--- config.mk ---
export PLATFORM = sky130hd
export DESIGN_NAME = boreal_sram_arb_flat
export DESIGN_NICKNAME = d
export VERILOG_FILES = /design/src/rtl/boreal_sram_arb_if.sv /design/src/rtl/boreal_sram_arb.sv /design/src/flat_wrapper.sv
export SDC_FILE = /design/constraint.sdc
export NUM_CORES = 1
export LEC_CHECK = 0
export BUFFER_PORTS_ARGS = -buffer_cell sky130_fd_sc_hd__buf_2
export CAP_MARGIN = 15
export CORE_AREA = 2 2 137 139
export DETAILED_ROUTE_END_ITERATION = 10
export DIE_AREA = 0 0 139 141
export PLACE_DENSITY = 0.67
export SYNTH_ARGS = -nofsm -noshare
export SYNTH_HDL_FRONTEND = slang
export SYNTH_SLANG_ARGS = --single-unit
--- constraint.sdc ---
create_clock -name clk -period 9.3 [get_ports clk]
set_input_delay 0.465 -clock clk [delete_from_list [all_inputs] [get_ports clk]]
set_output_delay 0.465 -clock clk [all_outputs]
set_load 0.05 [all_outputs]
--- src/rtl/boreal_sram_arb_if.sv ---
// Bundles the host port, the two vector-engine ports, the SRAM port and error reporting.
// The slave view belongs to the arbiter; the master view belongs to requesters, the SRAM and the error consumer.
interface boreal_sram_arb_if #(
   parameter int unsigned AW = 12
);
   logic          h_req;
   logic          h_wr;
   logic [31:0]   h_addr;
   logic [31:0]   h_wdata;
   logic [3:0]    h_be;
   logic [31:0]   h_rdata;
   logic          h_ack;

   logic          v_rd_req;
   logic [31:0]   v_rd_addr;
   logic [31:0]   v_rd_data;
   logic          v_rd_ack;

   logic          v_wr_req;
   logic [31:0]   v_wr_addr;
   logic [31:0]   v_wr_data;
   logic          v_wr_ack;

   logic          mem_cs;
   logic          mem_we;
   logic [3:0]    mem_be;
   logic [AW-1:0] mem_addr;
   logic [31:0]   mem_wdata;
   logic [31:0]   mem_rdata;

   logic          err_clr;
   logic          err_flag;
   logic [31:0]   err_addr;

   modport slave (
      input  h_req, h_wr, h_addr, h_wdata, h_be,
      output h_rdata, h_ack,
      input  v_rd_req, v_rd_addr,
      output v_rd_data, v_rd_ack,
      input  v_wr_req, v_wr_addr, v_wr_data,
      output v_wr_ack,
      output mem_cs, mem_we, mem_be, mem_addr, mem_wdata,
      input  mem_rdata,
      input  err_clr,
      output err_flag, err_addr
   );

   modport master (
      output h_req, h_wr, h_addr, h_wdata, h_be,
      input  h_rdata, h_ack,
      output v_rd_req, v_rd_addr,
      input  v_rd_data, v_rd_ack,
      output v_wr_req, v_wr_addr, v_wr_data,
      input  v_wr_ack,
      input  mem_cs, mem_we, mem_be, mem_addr, mem_wdata,
      output mem_rdata,
      output err_clr,
      input  err_flag, err_addr
   );
endinterface

--- src/rtl/boreal_sram_arb.sv ---
// Three-port round-robin arbiter in front of a single-ported 32-bit SRAM.
// Every access takes a fixed IDLE -> ACCESS -> RESP sequence; out-of-range requests are acked without touching the SRAM.
module boreal_sram_arb #(
   parameter logic [31:0] BASE_ADDR   = 32'h2000_0000,
   parameter int unsigned DEPTH_WORDS = 4096,
   parameter int unsigned AW          = 12
) (
   input logic               clk,
   input logic               rst_n,
   boreal_sram_arb_if.slave  bus
);

   localparam int unsigned NPORT = 3;
   localparam int unsigned PW    = 2;

   localparam logic [PW-1:0] P_HOST = PW'(0);
   localparam logic [PW-1:0] P_VRD  = PW'(1);
   localparam logic [PW-1:0] P_VWR  = PW'(2);

   typedef enum logic [1:0] {IDLE, ACCESS, RESP} state_t;

   state_t        state;
   logic [PW-1:0] rr_ptr;
   logic [PW-1:0] lat_gnt;
   logic          lat_oor;
   logic [31:0]   lat_addr;

   logic [NPORT-1:0] req_vec_c;
   logic [2:0]       scan_c;
   logic [PW-1:0]    gnt_c;
   logic             gnt_vld_c;
   logic [PW-1:0]    next_ptr_c;
   logic             sel_wr_c;
   logic [31:0]      sel_addr_c;
   logic [31:0]      sel_wdata_c;
   logic [3:0]       sel_be_c;
   logic [31:0]      idx_c;
   logic             oor_c;
   logic             err_set_c;

   assign req_vec_c = {bus.v_wr_req, bus.v_rd_req, bus.h_req};

   // Round-robin scan starting at rr_ptr, wrapping mod 3.
   always_comb begin
      gnt_c     = P_HOST;
      gnt_vld_c = 1'b0;
      scan_c    = 3'd0;
      for (int i = 0; i < int'(NPORT); i++) begin
         scan_c = {1'b0, rr_ptr} + 3'(i);
         if (scan_c >= 3'(NPORT)) scan_c = scan_c - 3'(NPORT);
         if (!gnt_vld_c && req_vec_c[scan_c[PW-1:0]]) begin
            gnt_vld_c = 1'b1;
            gnt_c     = scan_c[PW-1:0];
         end
      end
   end

   assign next_ptr_c = (gnt_c == P_VWR) ? P_HOST : gnt_c + PW'(1);

   // Payload of the port about to be granted.
   always_comb begin
      sel_wr_c    = 1'b0;
      sel_addr_c  = 32'h0;
      sel_wdata_c = 32'h0;
      sel_be_c    = 4'h0;
      case (gnt_c)
         P_HOST: begin
            sel_wr_c    = bus.h_wr;
            sel_addr_c  = bus.h_addr;
            sel_wdata_c = bus.h_wdata;
            sel_be_c    = bus.h_be;
         end
         P_VRD: begin
            sel_addr_c  = bus.v_rd_addr;
         end
         P_VWR: begin
            sel_wr_c    = 1'b1;
            sel_addr_c  = bus.v_wr_addr;
            sel_wdata_c = bus.v_wr_data;
            sel_be_c    = 4'hF;
         end
         default: ;
      endcase
   end

   assign idx_c = (sel_addr_c - BASE_ADDR) >> 2;
   assign oor_c = (sel_addr_c < BASE_ADDR) || (idx_c >= 32'(DEPTH_WORDS)) ||
                  (sel_addr_c[1:0] != 2'b00);

   assign err_set_c = (state == ACCESS) && lat_oor;

   // Main FSM; mem_* and ack registers are single-cycle pulses that default low.
   always_ff @(posedge clk or negedge rst_n) begin
      if (!rst_n) begin
         state         <= IDLE;
         rr_ptr        <= P_HOST;
         lat_gnt       <= P_HOST;
         lat_oor       <= 1'b0;
         lat_addr      <= 32'h0;
         bus.mem_cs    <= 1'b0;
         bus.mem_we    <= 1'b0;
         bus.mem_be    <= 4'h0;
         bus.mem_addr  <= '0;
         bus.mem_wdata <= 32'h0;
         bus.h_ack     <= 1'b0;
         bus.v_rd_ack  <= 1'b0;
         bus.v_wr_ack  <= 1'b0;
         bus.err_flag  <= 1'b0;
         bus.err_addr  <= 32'h0;
      end else begin
         bus.mem_cs    <= 1'b0;
         bus.mem_we    <= 1'b0;
         bus.mem_be    <= 4'h0;
         bus.mem_addr  <= '0;
         bus.mem_wdata <= 32'h0;
         bus.h_ack     <= 1'b0;
         bus.v_rd_ack  <= 1'b0;
         bus.v_wr_ack  <= 1'b0;

         case (state)
            IDLE: begin
               if (gnt_vld_c) begin
                  state    <= ACCESS;
                  rr_ptr   <= next_ptr_c;
                  lat_gnt  <= gnt_c;
                  lat_oor  <= oor_c;
                  lat_addr <= sel_addr_c;
                  if (!oor_c) begin
                     bus.mem_cs    <= 1'b1;
                     bus.mem_we    <= sel_wr_c;
                     bus.mem_be    <= sel_be_c;
                     bus.mem_addr  <= idx_c[AW-1:0];
                     bus.mem_wdata <= sel_wr_c ? sel_wdata_c : 32'h0;
                  end
               end
            end
            ACCESS: begin
               state        <= RESP;
               bus.h_ack    <= (lat_gnt == P_HOST);
               bus.v_rd_ack <= (lat_gnt == P_VRD);
               bus.v_wr_ack <= (lat_gnt == P_VWR);
            end
            RESP:    state <= IDLE;
            default: state <= IDLE;
         endcase

         // A new error beats err_clr; only the first address since the last clear is kept.
         if (err_set_c) begin
            bus.err_flag <= 1'b1;
            if (!bus.err_flag || bus.err_clr) bus.err_addr <= lat_addr;
         end else if (bus.err_clr) begin
            bus.err_flag <= 1'b0;
            bus.err_addr <= 32'h0;
         end
      end
   end

   // SRAM read data is only valid in RESP, so it is steered rather than registered.
   always_comb begin
      bus.h_rdata   = 32'h0;
      bus.v_rd_data = 32'h0;
      if ((state == RESP) && !lat_oor) begin
         if (lat_gnt == P_HOST) bus.h_rdata   = bus.mem_rdata;
         if (lat_gnt == P_VRD)  bus.v_rd_data = bus.mem_rdata;
      end
   end

endmodule

--- src/flat_wrapper.sv ---
// flat-port wrapper written by rule: the top's interface ports become plain ports
module boreal_sram_arb_flat 
#(
   parameter logic [31:0] BASE_ADDR   = 32'h2000_0000,
   parameter int unsigned DEPTH_WORDS = 4096,
   parameter int unsigned AW          = 12
)
  (clk, rst_n, bus_h_req, bus_h_wr, bus_h_addr, bus_h_wdata, bus_h_be, bus_h_rdata, bus_h_ack, bus_v_rd_req, bus_v_rd_addr, bus_v_rd_data, bus_v_rd_ack, bus_v_wr_req, bus_v_wr_addr, bus_v_wr_data, bus_v_wr_ack, bus_mem_cs, bus_mem_we, bus_mem_be, bus_mem_addr, bus_mem_wdata, bus_mem_rdata, bus_err_clr, bus_err_flag, bus_err_addr);
  boreal_sram_arb_if #(.AW(AW)) bus_i ();
  input logic clk;
  input logic rst_n;
  input wire logic [$bits(bus_i.h_req)-1:0] bus_h_req;
  input wire logic [$bits(bus_i.h_wr)-1:0] bus_h_wr;
  input wire logic [$bits(bus_i.h_addr)-1:0] bus_h_addr;
  input wire logic [$bits(bus_i.h_wdata)-1:0] bus_h_wdata;
  input wire logic [$bits(bus_i.h_be)-1:0] bus_h_be;
  output wire logic [$bits(bus_i.h_rdata)-1:0] bus_h_rdata;
  output wire logic [$bits(bus_i.h_ack)-1:0] bus_h_ack;
  input wire logic [$bits(bus_i.v_rd_req)-1:0] bus_v_rd_req;
  input wire logic [$bits(bus_i.v_rd_addr)-1:0] bus_v_rd_addr;
  output wire logic [$bits(bus_i.v_rd_data)-1:0] bus_v_rd_data;
  output wire logic [$bits(bus_i.v_rd_ack)-1:0] bus_v_rd_ack;
  input wire logic [$bits(bus_i.v_wr_req)-1:0] bus_v_wr_req;
  input wire logic [$bits(bus_i.v_wr_addr)-1:0] bus_v_wr_addr;
  input wire logic [$bits(bus_i.v_wr_data)-1:0] bus_v_wr_data;
  output wire logic [$bits(bus_i.v_wr_ack)-1:0] bus_v_wr_ack;
  output wire logic [$bits(bus_i.mem_cs)-1:0] bus_mem_cs;
  output wire logic [$bits(bus_i.mem_we)-1:0] bus_mem_we;
  output wire logic [$bits(bus_i.mem_be)-1:0] bus_mem_be;
  output wire logic [$bits(bus_i.mem_addr)-1:0] bus_mem_addr;
  output wire logic [$bits(bus_i.mem_wdata)-1:0] bus_mem_wdata;
  input wire logic [$bits(bus_i.mem_rdata)-1:0] bus_mem_rdata;
  input wire logic [$bits(bus_i.err_clr)-1:0] bus_err_clr;
  output wire logic [$bits(bus_i.err_flag)-1:0] bus_err_flag;
  output wire logic [$bits(bus_i.err_addr)-1:0] bus_err_addr;
  assign bus_i.h_req = bus_h_req;
  assign bus_i.h_wr = bus_h_wr;
  assign bus_i.h_addr = bus_h_addr;
  assign bus_i.h_wdata = bus_h_wdata;
  assign bus_i.h_be = bus_h_be;
  assign bus_h_rdata = bus_i.h_rdata;
  assign bus_h_ack = bus_i.h_ack;
  assign bus_i.v_rd_req = bus_v_rd_req;
  assign bus_i.v_rd_addr = bus_v_rd_addr;
  assign bus_v_rd_data = bus_i.v_rd_data;
  assign bus_v_rd_ack = bus_i.v_rd_ack;
  assign bus_i.v_wr_req = bus_v_wr_req;
  assign bus_i.v_wr_addr = bus_v_wr_addr;
  assign bus_i.v_wr_data = bus_v_wr_data;
  assign bus_v_wr_ack = bus_i.v_wr_ack;
  assign bus_mem_cs = bus_i.mem_cs;
  assign bus_mem_we = bus_i.mem_we;
  assign bus_mem_be = bus_i.mem_be;
  assign bus_mem_addr = bus_i.mem_addr;
  assign bus_mem_wdata = bus_i.mem_wdata;
  assign bus_i.mem_rdata = bus_mem_rdata;
  assign bus_i.err_clr = bus_err_clr;
  assign bus_err_flag = bus_i.err_flag;
  assign bus_err_addr = bus_i.err_addr;
  boreal_sram_arb #(.BASE_ADDR(BASE_ADDR), .DEPTH_WORDS(DEPTH_WORDS), .AW(AW)) u_core (.clk(clk), .rst_n(rst_n), .bus(bus_i));
endmodule
# Word level (Yosys, flattened, before mapping)
# Cells that the tools add are included.
[word_totals] word_cells=106 output_inout_bits=150 reg_bits=125
[op_classes] n_addsub=7 n_reduce_logical=18 n_mux=50 n_eq_ne=8 magnitude_cmp=8
[op_table] operator="$mux W32" n=11
[op_table] operator="$pmux W32 S3" n=1
[op_table] operator="$pmux W32 S2" n=1
[op_table] operator="$mux W12" n=3
[op_table] operator="$lt A32 B30 Y1 const B" n=1
[op_table] operator="$sub A32 B30 Y32 const B" n=1
[op_table] operator="$ge A30 B13 Y1 const B" n=1
[op_table] operator="$mux W1" n=17
[op_table] operator="$mux W2" n=8
[op_table] operator="$mux W4" n=3
[op_table] operator="$lt A2 B3 Y1 const B" n=3
[op_table] operator="$pmux W4 S2" n=1
[op_table] operator="$bmux W1 S2" n=3
[op_table] operator="$eq A2 B1 Y1 const B" n=3
[op_table] operator="$eq A2 B2 Y1 const B" n=3
[op_table] operator="$ge A3 B2 Y1 const B" n=2
[op_table] operator="$logic_not A2 Y1" n=3
[op_table] operator="$sub A2 B2 Y2 const B" n=3
[op_table] operator="$logic_and A1 B1 Y1" n=4
[op_table] operator="$logic_not A1 Y1" n=4
[op_table] operator="$pmux W2 S2" n=1
[op_table] operator="$reduce_and A2 Y1" n=2
[op_table] operator="$reduce_bool A2 Y1" n=2
[op_table] operator="$add A2 B1 Y3 const B" n=1
[op_table] operator="other kinds (7)" n=9

# Logic depth before layout (Yosys ltp)
# Gate-level depths: netlist of run 1.
[logic_depth] word_depth=20 depth_mapped=17 mapped_depth_nobuf=14

# Least setup slack after synthesis of run 1
# No wires, ideal clock.
[synth_timing] kind="register to register" startpoint="reg u_core.rr_ptr[0]" endpoint="reg u_core.bus.mem_we" path_stages_with_launch=17 setup_ps=95 path_buffers=3 path_slack_ps=5476 t_arrival_ps=3729 period_less_slack_ps=3824 cell_sequence="dfrtp_1 > inv_1 > ha_1 > nor2b_1 > o211ai_1 > o21ai_1 > clkbuf_1 > clkbuf_1 > a222oi_1 > ha_1 > nor4b_1 > nand3_1 > o311ai_0 > and4_1 > nand4b_1 > buf_2 > nor4_4"
[synth_between] elab_chain_len=20
[synth_rtl] element="from (decl)" line="boreal_sram_arb.sv:23" text="logic [PW-1:0] rr_ptr;"
[synth_rtl] element="from (signal assigned)" line="boreal_sram_arb.sv:124" text="rr_ptr <= next_ptr_c;"
[synth_rtl] element="parallel branches: the longest is 18 deep, another holds $add A2 B1 Y3"
[synth_rtl] element="$mux W1 (*)" line="boreal_sram_arb.sv:122" text="if (gnt_vld_c) begin"
[synth_rtl] element="$mux W1 (*)" line="boreal_sram_arb.sv:120" text="case (state)"
[synth_rtl] element="to (signal assigned)" line="boreal_sram_arb.sv:130" text="bus.mem_we <= sel_wr_c;"
[synth_rtl] element="to (decl)" line="boreal_sram_arb_if.sv:42" text="output mem_cs, mem_we, mem_be, mem_addr, mem_wdata,"
# Every way passes the cells marked *. The select of a mux whose other input is x is not followed.
# A chain may end at the register's enable or synchronous reset.

# Worst setup path after layout of run 1
[layout_timing] startpoint="reg u_core.rr_ptr[0]" endpoint="reg u_core.bus.mem_wdata[25]"
[layout_between] elab_chain_len=20
[layout_rtl] element="parallel branches: the longest is 18 deep, another holds $add A2 B1 Y3"
[layout_rtl] element="$mux W32 (*)" line="boreal_sram_arb.sv:122"
[layout_rtl] element="$mux W32 (*)" line="boreal_sram_arb.sv:120"
[layout_rtl] element="to (signal assigned)" line="boreal_sram_arb.sv:133" text="bus.mem_wdata <= sel_wr_c ? sel_wdata_c : 32'h0;"
[layout_rtl] element="to (decl)" line="boreal_sram_arb_if.sv:42"
# Marked as above.

==> run metrics, run 1 <==
Critical Path RT 9610 ps; hpwl dp 16.07 mm; ys async rst share 100.0%; max frequency 201.4 MHz; run status finished, final reports clean; Tot Pwr 3128 uW; vias in the first global route 6102; H-tree levels 4; Crit Path Max Fanout 35; most used cell, CP ha_1; fin nets 1211; Post-route DRC 0; setup_tns 0 ps; row cnt 50; Synth warnings 0; count of cell types in the netlist 58; Fin. Hold Viols 0; final slew viol count 0; Worst Path Buf+Inv 2; startpoint types register; slew margin rel. 27.75%; share of layout cells above drive strength 1 44.73%; root cell of the clock tree clkbuf_16; detailed router's first-iteration violation count 466; cell area after placement 8556 um^2; die area 19600 um^2; Crit path arrival time 5270 ps; syn nets 896; Setup Fix Bufs, Post-CTS 0; GRT Total Usage 21.57%; RSZ-0062 raised after global routing no; drt wl/cell 17.33 um; CP Class register to register; Clock Sinks 125; Crit. End Element register; TritonRoute pass-1 iters 6; Fillers 1732; Vert. Die Dim 141 um; largest net degree at the start of global routing 102; Vias 6463; cts bufs inserted 17; post-synthesis sequential area ratio 46.90%; worst path cell trace inv_1 -> ha_1 -> mux2_2 -> o2111ai_1 -> a32o_1 -> a21o_1 -> a222oi_1 -> ha_1 -> nor4b_1 -> nand3_1 -> o311ai_0 -> and4_1 -> nand4b_1 -> buf_4 -> nor4_2; Remaining Overflow, GRT 0; area grow syn2layout 37.29%; worst slew pin tran 1084 ps; multi-input logic area 3254 um^2; CTS clock-pin slew for the worst setup and hold paths 60 ps; Clk Latency, worst-skew pair 410 ps; Port Buffer Count 352; fin crit period 4966 ps; total power per unit cell area 341.6 nW/um^2; DIE WIDTH 139 um; Avg Inst Size Synth 9.695 um^2; MaxCap Viol Count 0; critical path's largest stage delay 850 ps; Avg Vias per Cell 5.170; CORE AREA 18270 um^2; Starting Density 36.51%; VDD IR max 338.2 uV; Placer Congestion 0.9495; Ports 353; synthesized area 6670 um^2; Top FF cell, synth dfrtp_1; Yosys reg bits 125; CTS tree built; CTS max path bufs 2; post-route antenna net violation count 0; antenna violations before repair 0; fin area 9158 um^2; Place WS 4316 ps; CP delay by family, top compound AO/OA/AOI/OAI gates; Cells after Synth 688; Layout Skew 8.685 ps; final wirelength 21.66 mm; Placed Cells 1217; Reg area 3128 um^2; # setup viols final 0; slowest cell on the critical path a21o_1; Tcrit/Tclk final 53.39%; Tightest Hold Check Type primary input to register; worst setup margin 4334 ps; Leak 0.004655 uW; global-route wire length before repair 33.60 mm; Post-synth EDFFs 0; fin cells 1250
## logic make-up (layout without fill, tap and decap cells)
logic type      count (synthesis)  count (layout)  synth area share [%]
simple gates                  306             306                 28.12
other cells                     0               1                     0
fa+ha+maj                       5               5                0.9379
mux                             2               2                0.3189
buf+inv                        78             405                 5.402
compound gates                172             172                 18.33
flops                         125             125                 46.90
## per-stage QoR
stage	hold WS, ps	utilization (%)
4_1_cts	291.1	50.12
2_1_floorplan	169.4	-
3_5_place_dp	434.2	46.84
5_1_grt	315.4	50.12
3_3_place_gp	426.8	46.84
6_report	310.0	50.13
## area by class of cell
type / count / share of cell area (%)
well taps: 234 / 3.197
inverters: 12 / 0.4919
multi-input cells: 485 / 35.54
repair buffers: 362 / 20.15
clock inverters: 12 / 1.489
diodes: 1 / 0.02733
clock buffers: 19 / 4.946
flip-flops and latches: 125 / 34.16
## cell usage after synthesis (2+ instances only)
cell        n  area share (%)
nor4_2     48             9.0
o21ai_1    16             1.2
inv_1      11            0.62
a222oi_1   26             3.9
buf_2      12            0.90
buf_1       6            0.34
a21oi_1     7            0.53
dfrtp_1   125              47
nor4b_1     3            0.39
ha_1        5            0.94
clkbuf_1   41             2.3
a31oi_1     5            0.47
nand2_1   141             7.9
o311a_1     2            0.30
and2_1     65             6.1
nor3b_1     4            0.45
o21ai_0    59             4.4
a221o_1     2            0.30
nor3_1      5            0.38
nand3_1     4            0.30
nand2b_1    6            0.56
a21o_1      2            0.23
nand3b_1    2            0.23
o21a_1      2            0.23
or3_1       3            0.28
o21bai_1    2            0.23
nor4_1      9            0.84
nor2_1      7            0.39
a22o_1     33             4.3
buf_6       7             1.2
## layer usage
layer  up-vias  routed length (um)  part of all wire [%]  global-route usage (%)
li1       3124                   -                     -                       -
met1      3014                9446                    44                   29.82
met2       309               10110                    47                   33.81
met3        16                1860                   8.6                   5.808
met4         0                 244                   1.1                   5.529
met5         -                   0                     0                       0
## path summary, 6_finish.rpt
kind | from | endpoint | slack (ps) | cells past startpoint
max | u_core.rr_ptr[0] | u_core.bus.mem_wdata[25] | 4330 | 15
min | bus_err_clr | u_core.bus.err_flag | 310 | 2
max reg2reg | u_core.rr_ptr[0] | u_core.bus.mem_wdata[25] | 4330 | 15
min reg2reg | u_core.lat_addr[1] | u_core.bus.err_addr[1] | 480 | 1
max in group asynchronous | rst_n | u_core.bus.mem_addr[5] | 7420 | 3
min in group asynchronous | rst_n | u_core.bus.err_addr[26] | 550 | 2
## cells in the final DEF, fill, tap and decap left out, drive strengths merged, types with 6 or more instances in the layout
| cell type | count |
|---|---|
| a21oi | 7 |
| a222oi | 26 |
| a22o | 33 |
| and2 | 65 |
| buf | 361 |
| clkbuf | 19 |
| dfrtp | 125 |
| inv | 14 |
| nand2 | 141 |
| nand2b | 6 |
| nor2 | 7 |
| nor4 | 58 |
| o21ai | 76 |
## power breakdown
part           internal (uW)  total [uW]  switching (uW)
registers                706         797            91.6
logic                    456        1680            1220
clock network            409         656             246
## state kept, by name (all words and copies together), names as in the netlist
| name | cells |
|---|---|
| u_core.state | 2 |
| u_core.bus.err_flag | 1 |
| u_core.lat_addr | 32 |
| u_core.bus.mem_be | 4 |
| u_core.lat_gnt | 2 |
| u_core.bus.h_ack | 1 |
| u_core.bus.mem_cs | 1 |
| u_core.bus.mem_we | 1 |
| u_core.rr_ptr | 2 |
| u_core.bus.v_wr_ack | 1 |
| u_core.bus.v_rd_ack | 1 |
| u_core.bus.err_addr | 32 |
| u_core.bus.mem_addr | 12 |
| u_core.bus.mem_wdata | 32 |
| u_core.lat_oor | 1 |
## timing repair
item | 4_1_cts | 5_1_grt
hold buffers | 1 | 0
hold endpoints to repair | 12 | 0
resized for setup | 0 | 0
Power figures use the tool's default switching activity.
==> inputs of run 2 (changes only) <==
--- a/config.mk
+++ b/config.mk
@@ -5,12 +5,13 @@
 export SDC_FILE = /design/constraint.sdc
 export NUM_CORES = 1
 export LEC_CHECK = 0
+export ABC_AREA = 1
 export BUFFER_PORTS_ARGS = -buffer_cell sky130_fd_sc_hd__buf_2
 export CAP_MARGIN = 15
-export CORE_AREA = 2 2 137 139
+export CORE_AREA = 2 2 139 141
 export DETAILED_ROUTE_END_ITERATION = 10
-export DIE_AREA = 0 0 139 141
-export PLACE_DENSITY = 0.67
+export DIE_AREA = 0 0 141 143
+export PLACE_DENSITY = 0.68
 export SYNTH_ARGS = -nofsm -noshare
 export SYNTH_HDL_FRONTEND = slang
 export SYNTH_SLANG_ARGS = --single-unit
==> constraint.sdc (replaced) <==
create_clock -name clk -period 4.5 [get_ports clk]
set_input_delay 0.225 -clock clk [delete_from_list [all_inputs] [get_ports clk]]
set_output_delay 0.225 -clock clk [all_outputs]
set_load 0.05 [all_outputs]
==> run 2 against run 1 <==
Compared with the run above:
- combinational power up 120%
- first-iteration DRC count down 18%
- global-route usage down 0.36 points
- die area up 2.9%
- largest power group unchanged
- sequential cell count unchanged
- hold slack worse by 190 ps
- total power up 110%
==> run metrics, run 2 <==
run status finished, final reports clean (unchanged); H-tree levels 4 (unchanged); Vert. Die Dim 143 um (was 141 um); Clock Sinks 125 (unchanged); Setup Fix Bufs, Post-CTS 0 (unchanged); worst path cell trace inv_1 -> ha_1 -> inv_2 -> nand3_1 -> nand2_1 -> nand3_4 -> nor2_4 -> nor2_8 -> inv_4 -> nand2_1 -> nand2_1 -> nor2_1 -> ha_1 -> inv_1 -> nor2_1 -> nand2_1 -> nor2_1 -> nand3_1 -> nor2_2 -> nand3_4 -> buf_12 -> nor2_4 (was inv_1 -> ha_1 -> mux2_2 -> o2111ai_1 -> a32o_1 -> a21o_1 -> a222oi_1 -> ha_1 -> nor4b_1 -> nand3_1 -> o311ai_0 -> and4_1 -> nand4b_1 -> buf_4 -> nor4_2); top cells by instance count after synthesis 139 x inv_1, 125 x dfrtp_1, 125 x nand2_1, 80 x nor3_1, 69 x o21ai_0 (was 141 x nand2_1, 125 x dfrtp_1, 65 x and2_1, 59 x o21ai_0, 48 x nor4_2); FF-to-FF End u_core.bus.mem_wdata[30] (was u_core.bus.mem_wdata[25]); FF-to-FF Start u_core.rr_ptr[0] (unchanged); # setup viols final 0 (unchanged); area grow syn2layout 39.08% (was 37.29%); Placer Congestion 0.8119 (was 0.9495); Cells after Synth 815 (was 688); Tightest Hold Check Type primary input to register (unchanged); largest cells by area after synthesis dfrtp_1 47%, inv_1 7.8%, nand2_1 7.0% (was dfrtp_1 47%, nor4_2 9.0%, nand2_1 7.9%); hold-critical path endpoint u_core.lat_addr[9] (was u_core.bus.err_flag); hpwl dp 16.58 mm (was 16.07 mm); Crit Path Max Fanout 21 (was 35); Post-synth EDFFs 0 (unchanged); Fillers 1804 (was 1732); largest family of logic cells by synthesized area simple AND/OR/NAND/NOR gates (unchanged); cell taking the most area after synthesis dfrtp_1 (unchanged); slowest cell on the critical path nand3_4 (was a21o_1); DIE WIDTH 141 um (was 139 um); CP delay by family, top simple AND/OR/NAND/NOR gates (was compound AO/OA/AOI/OAI gates); fin nets 1360 (was 1211); CTS tree built (unchanged); Port Buffer Count 352 (unchanged); syn nets 1023 (was 896); Top FF cell, synth dfrtp_1 (unchanged); Remaining Overflow, GRT 0 (unchanged); synthesized area 6666 um^2 (was 6670 um^2); cts bufs inserted 17 (unchanged); slew margin rel. 26.75% (was 27.75%); Reg area 3128 um^2 (unchanged); GRT Total Usage 21.22% (was 21.57%); share of layout cells above drive strength 1 39.06% (was 44.73%); ys async rst share 100.0% (unchanged); Placed Cells 1364 (was 1217); post-synthesis compound-gate area fraction 12.71% (was 18.33%); Clk Latency, worst-skew pair 420 ps (was 410 ps); count of cell types in the netlist 32 (was 58); post-route antenna net violation count 0 (unchanged); max frequency 252.0 MHz (was 201.4 MHz); Place WS 535.6 ps (was 4316 ps); vias in the first global route 6143 (was 6102); count leader, synth inv_1 (was nand2_1); final slew viol count 0 (unchanged); CTS max path bufs 2 (unchanged); setup_tns 0 ps (unchanged); critical path's largest stage delay 480 ps (was 850 ps); largest net degree at the start of global routing 65 (was 102); root cell of the clock tree clkbuf_16 (unchanged); Fin. Hold Viols 0 (unchanged); most common cell after layout, fill and taps aside buf_2 (unchanged); die area 20160 um^2 (was 19600 um^2); Post-Synth XOR/XNOR Area 0% (unchanged); multi-input logic area 2771 um^2 (was 3254 um^2); final wirelength 22.24 mm (was 21.66 mm); total power per unit cell area 722.4 nW/um^2 (was 341.6 nW/um^2); worst setup margin 531.8 ps (was 4334 ps); fin cells 1400 (was 1250); drt wl/cell 15.89 um (was 17.33 um); hold depth 3 (was 2); Tcrit/Tclk final 88.18% (was 53.39%); Worst R2R Path Depth 22 (was 15); hold path startpoint bus_h_addr[9] (was bus_err_clr); Leak 0.005227 uW (was 0.004655 uW); VDD IR max 409.9 uV (was 338.2 uV); MaxCap Viol Count 0 (unchanged); Top Registers u_core.bus.err_addr (32), u_core.bus.mem_wdata (32), u_core.lat_addr (32) (unchanged); CTS clock-pin slew for the worst setup and hold paths 60 ps (about the same); RSZ-0062 raised after global routing no (unchanged); Yosys reg bits 125 (unchanged); mux contribution to synthesized area 0% (was 0.3189%); Crit path arrival time 4320 ps (was 5270 ps); Critical Path RT 4850 ps (was 9610 ps); Synth Area in Simple Gates 27.68% (was 28.12%); antenna violations before repair 1 (was 0); most used cell, CP nand2_1 (was ha_1); FF-to-FF setup slack 530 ps (was 4330 ps); Yosys top cell area share 46.92% (was 46.90%); fin crit period 3968 ps (was 4966 ps); worst slew pin tran 1096 ps (was 1084 ps); Post-CTS Resized 0 (unchanged); Synth warnings 0 (unchanged); Avg Vias per Cell 4.738 (was 5.170); post-synthesis sequential area ratio 46.92% (was 46.90%); global-route wire length before repair 33.24 mm (was 33.60 mm); startpoint types register (unchanged); Avg Inst Size Synth 8.180 um^2 (was 9.695 um^2); Synth Area in Adders 0.9384% (was 0.9379%); row cnt 50 (unchanged); Vias 6633 (was 6463); CP Class register to register (unchanged); most frequent cells in the layout 351 x buf_2, 139 x inv_1, 125 x dfrtp_1 (was 351 x buf_2, 141 x nand2_1, 125 x dfrtp_1); CORE AREA 18580 um^2 (was 18270 um^2); Post-route DRC 0 (unchanged); Starting Density 35.88% (was 36.51%); Crit. End Element register (unchanged); detailed router's first-iteration violation count 383 (was 466); Layout Skew 9.462 ps (was 8.685 ps); Worst Path Buf+Inv 5 (was 2); Tot Pwr 6698 uW (was 3128 uW); TritonRoute pass-1 iters 5 (was 6); Ports 353 (unchanged)
-- run 2: area by class of cell --
class	instances	area share (%)
clock inverters	12	1.714
well taps	234	3.158
diodes	1	0.02699
repair buffers	366	20.67
clock buffers	20	4.818
flip-flops and latches	125	33.74
inverters	147	5.978
multi-input cells	495	29.89
-- run 2: power breakdown --
group	switching, uW	internal (uW)	leakage [uW]
registers	148	1440	0.00166
clock network	533	890	0.000291
logic	2650	1030	0.00327
total	3340	3360	0.00523
-- run 2: how the worst max path moves through the flow --
stage               slack, ps        startpoint  depth (start not counted)                  endpoint
floorplan                1510  u_core.rr_ptr[0]                         23  u_core.bus.mem_wdata[10]
global placement          600  u_core.rr_ptr[0]                         23  u_core.bus.mem_wdata[23]
detailed placement        540  u_core.rr_ptr[0]                         22  u_core.bus.mem_wdata[30]
CTS                       520  u_core.rr_ptr[0]                         22  u_core.bus.mem_wdata[30]
global route               90  u_core.rr_ptr[0]                         22  u_core.bus.mem_wdata[30]
finish                    530  u_core.rr_ptr[0]                         22  u_core.bus.mem_wdata[30]
-- run 2: what timing repair did --
item / CTS / global route
hold buffers: 1 / 0
endpoints found under the setup margin: 0 / 0
endpoints found under the hold margin: 24 / 0
-- run 2: stage by stage --
| stage | hold slack, ps | utilization (%) | cell area (um^2) |
|---|---|---|---|
| final | 118.2 | 49.90 | 9271 |
| after floorplan | -70.59 | - | 6666 |
| after global placement | 153.8 | 46.32 | 8606 |
| after CTS | 114.5 | 49.63 | 9221 |
| after global routing | 125.7 | 49.89 | 9269 |
| after detailed placement | 157.4 | 46.32 | 8606 |
-- run 2: cell families (layout without fill, tap and decap cells) --
family / Yosys count / count (layout)
AND/OR/NAND/NOR: 357 / 357
buffers and inverters: 195 / 545
AO/OA/AOI/OAI: 133 / 133
flip-flops: 125 / 125
adder cells (fa/ha/maj): 5 / 5
other: 0 / 1
-- run 2: worst reg2reg max path, delay by kind of cell, from the launching register on --
kind,cells,cell delay [ps]
DFF,1,400
and+or+nand+nor,15,1970
buffers and inverters,5,860
adders and majority gates,2,680
-- run 2: layer usage --
layer	vias to the layer above	GRT usage (%)	wire length (um)
met5	-	0	0
met4	0	6.526	472
met2	247	33.38	10510
met1	3053	28.09	9712
li1	3298	-	-
met3	35	6.707	1545
==> inputs of run 3 (changes only) <==
--- a/config.mk
+++ b/config.mk
@@ -11,7 +11,7 @@
 export CORE_AREA = 2 2 139 141
 export DETAILED_ROUTE_END_ITERATION = 10
 export DIE_AREA = 0 0 141 143
-export PLACE_DENSITY = 0.68
+export PLACE_DENSITY_LB_ADDON = 0.05
 export SYNTH_ARGS = -nofsm -noshare
 export SYNTH_HDL_FRONTEND = slang
 export SYNTH_SLANG_ARGS = --single-unit
==> run 3 against run 2 <==
Compared with the run above:
- clock skew grew 3.8 ps
- clock power is essentially flat
- routed wire length grew 5.4%
- register-to-register slack gained 50 ps
- total power shrank 1.2%
==> run metrics, run 3 (synthesis gave the netlist of run 2 again) <==
CTS tree built (unchanged); GRT Total Usage 23.20% (was 21.22%); GR peak layer met2 (unchanged); slew margin rel. 41.05% (was 26.75%); global-route wire length before repair 35.35 mm (was 33.24 mm); Top Registers u_core.bus.err_addr (32), u_core.bus.mem_wdata (32), u_core.lat_addr (32) (unchanged); Tcrit/Tclk final 87.17% (was 88.18%); Hold WS 105.5 ps (was 118.2 ps); hpwl dp 18.28 mm (was 16.58 mm); fin crit period 3923 ps (was 3968 ps); CP Class register to register (unchanged); Port Buffer Count 352 (unchanged); Placer Congestion 0.8477 (was 0.8119); post-route antenna net violation count 0 (unchanged); Place WS 603.6 ps (was 535.6 ps); detailed router's first-iteration violation count 379 (was 383); final slew viol count 0 (unchanged); setup_tns 0 ps (unchanged); slowest cell on the critical path nand3_4 (unchanged); Fin. Hold Viols 0 (unchanged); Ports 353 (unchanged); CTS max path bufs 2 (unchanged); met1 usage 27.12% (was 28.09%); area grow syn2layout 38.53% (was 39.08%); Vert. Die Dim 143 um (unchanged); Fillers 1871 (was 1804); final wirelength 23.44 mm (was 22.24 mm); Clk Latency, worst-skew pair 420 ps (about the same); row cnt 50 (unchanged); worst path cell trace inv_1 -> ha_1 -> inv_2 -> nand3_1 -> nand2_1 -> nand3_4 -> nor2_4 -> nor2_8 -> inv_4 -> nand2_1 -> nand2_1 -> nor2_1 -> ha_1 -> inv_1 -> nor2_1 -> nand2_1 -> nor2_1 -> nand3_1 -> nor2_2 -> nand3_4 -> buf_12 -> nor2_4 (unchanged); worst setup margin 577.2 ps (was 531.8 ps); cts bufs inserted 17 (unchanged); die area 20160 um^2 (unchanged); total power per unit cell area 716.7 nW/um^2 (was 722.4 nW/um^2); RSZ-0062 raised after global routing no (unchanged); Crit Path Max Fanout 19 (was 21); Leak 0.005215 uW (was 0.005227 uW); DIE WIDTH 141 um (unchanged); run status finished, final reports clean (unchanged); Setup Fix Bufs, Post-CTS 0 (unchanged); # setup viols final 0 (unchanged); root cell of the clock tree clkbuf_16 (unchanged); most used cell, CP nand2_1 (unchanged); antenna violations before repair 0 (was 1); startpoint types register (unchanged); share of layout cells above drive strength 1 39.23% (was 39.06%); Remaining Overflow, GRT 0 (unchanged); most common cell after layout, fill and taps aside buf_2 (unchanged); Worst R2R Path Depth 22 (unchanged); critical path's largest stage delay 440 ps (was 480 ps); Clock Sinks 125 (unchanged); Tightest Hold Check Type primary input to register (unchanged); CTS clock-pin slew for the worst setup and hold paths 60 ps (about the same); TritonRoute pass-1 iters 4 (was 5); drt wl/cell 16.75 um (was 15.89 um); fin nets 1360 (unchanged); MaxCap Viol Count 0 (unchanged); met2 GRT Util 40.00% (was 33.38%); Crit path arrival time 4280 ps (was 4320 ps); largest net degree at the start of global routing 89 (was 65); Layout Skew 13.26 ps (was 9.462 ps); Critical Path RT 4860 ps (was 4850 ps); vias in the first global route 6326 (was 6143); Vias 6587 (was 6633); most frequent cells in the layout 351 x buf_2, 139 x inv_1, 125 x dfrtp_1 (unchanged); grt met3 use 6.237% (was 6.707%); max frequency 254.9 MHz (was 252.0 MHz); hold depth 3 (unchanged); Crit. End Element register (unchanged); worst slew pin tran 883.3 ps (was 1096 ps); H-tree levels 4 (unchanged); VDD IR max 340.4 uV (was 409.9 uV); n_diodes 0 (was 1); Starting Density 35.88% (unchanged); Post-route DRC 0 (unchanged); Avg Vias per Cell 4.708 (was 4.738); CORE AREA 18580 um^2 (unchanged)
==> run 3: final cells by class <==
type | count | area (um^2) | area share, %
timing repair buffer | 366 | 1888 | 20.44
sequential | 125 | 3128 | 33.87
multi-input combinational | 495 | 2771 | 30.01
clock buffer | 20 | 466.7 | 5.054
tap | 234 | 292.8 | 3.170
clock inverter | 12 | 133.9 | 1.450
inverter | 147 | 554.3 | 6.002
==> run 3: report_power, final <==
group | internal [uW] | switching (uW)
Clock | 862 | 529
Sequential | 1440 | 161
Combinational | 1030 | 2600
==> run 3: path summary, 6_finish.rpt <==
| path | startpoint | end | slack, ps |
|---|---|---|---|
| max | u_core.rr_ptr[0] | u_core.bus.mem_wdata[7] | 580 |
| min | bus_h_addr[9] | u_core.lat_addr[9] | 110 |
| max reg2reg | u_core.rr_ptr[0] | u_core.bus.mem_wdata[7] | 580 |
| min reg2reg | u_core.lat_gnt[0] | u_core.bus.v_wr_ack | 470 |
| max in group asynchronous | rst_n | u_core.lat_gnt[1] | 3010 |
| min in group asynchronous | rst_n | u_core.bus.err_addr[8] | 430 |
==> run 3: layer usage <==
metal / up-vias / routed length [um]
met5: - / 0
met4: 0 / 756
met3: 39 / 1613
met2: 253 / 11580
met1: 3000 / 9487
li1: 3295 / -
==> run 3: through the flow <==
| stage | util, % | area, um^2 | power (uW) | std cells |
|---|---|---|---|---|
| after CTS | 49.70 | 9235 | 6689 | 1399 |
| after floorplan | - | 6666 | 4352 | 815 |
| after detailed placement | 46.42 | 8625 | 5271 | 1366 |
| after global placement | 46.42 | 8625 | 5249 | 1366 |
| after global routing | 49.70 | 9235 | 7199 | 1399 |
| final | 49.70 | 9235 | 6619 | 1399 |
==> run 3: critical path: cells and delay by family (launching register included) <==
family	cells	cell delay, ps
and+or+nand+nor	15	1910
buffers and inverters	5	810
adders and majority gates	2	690
DFF	1	410
==> run 3: repair_timing <==
item,in CTS,in global routing
gates resized for setup,0,0
hold buffers,1,0
endpoints found under the hold margin,87,0
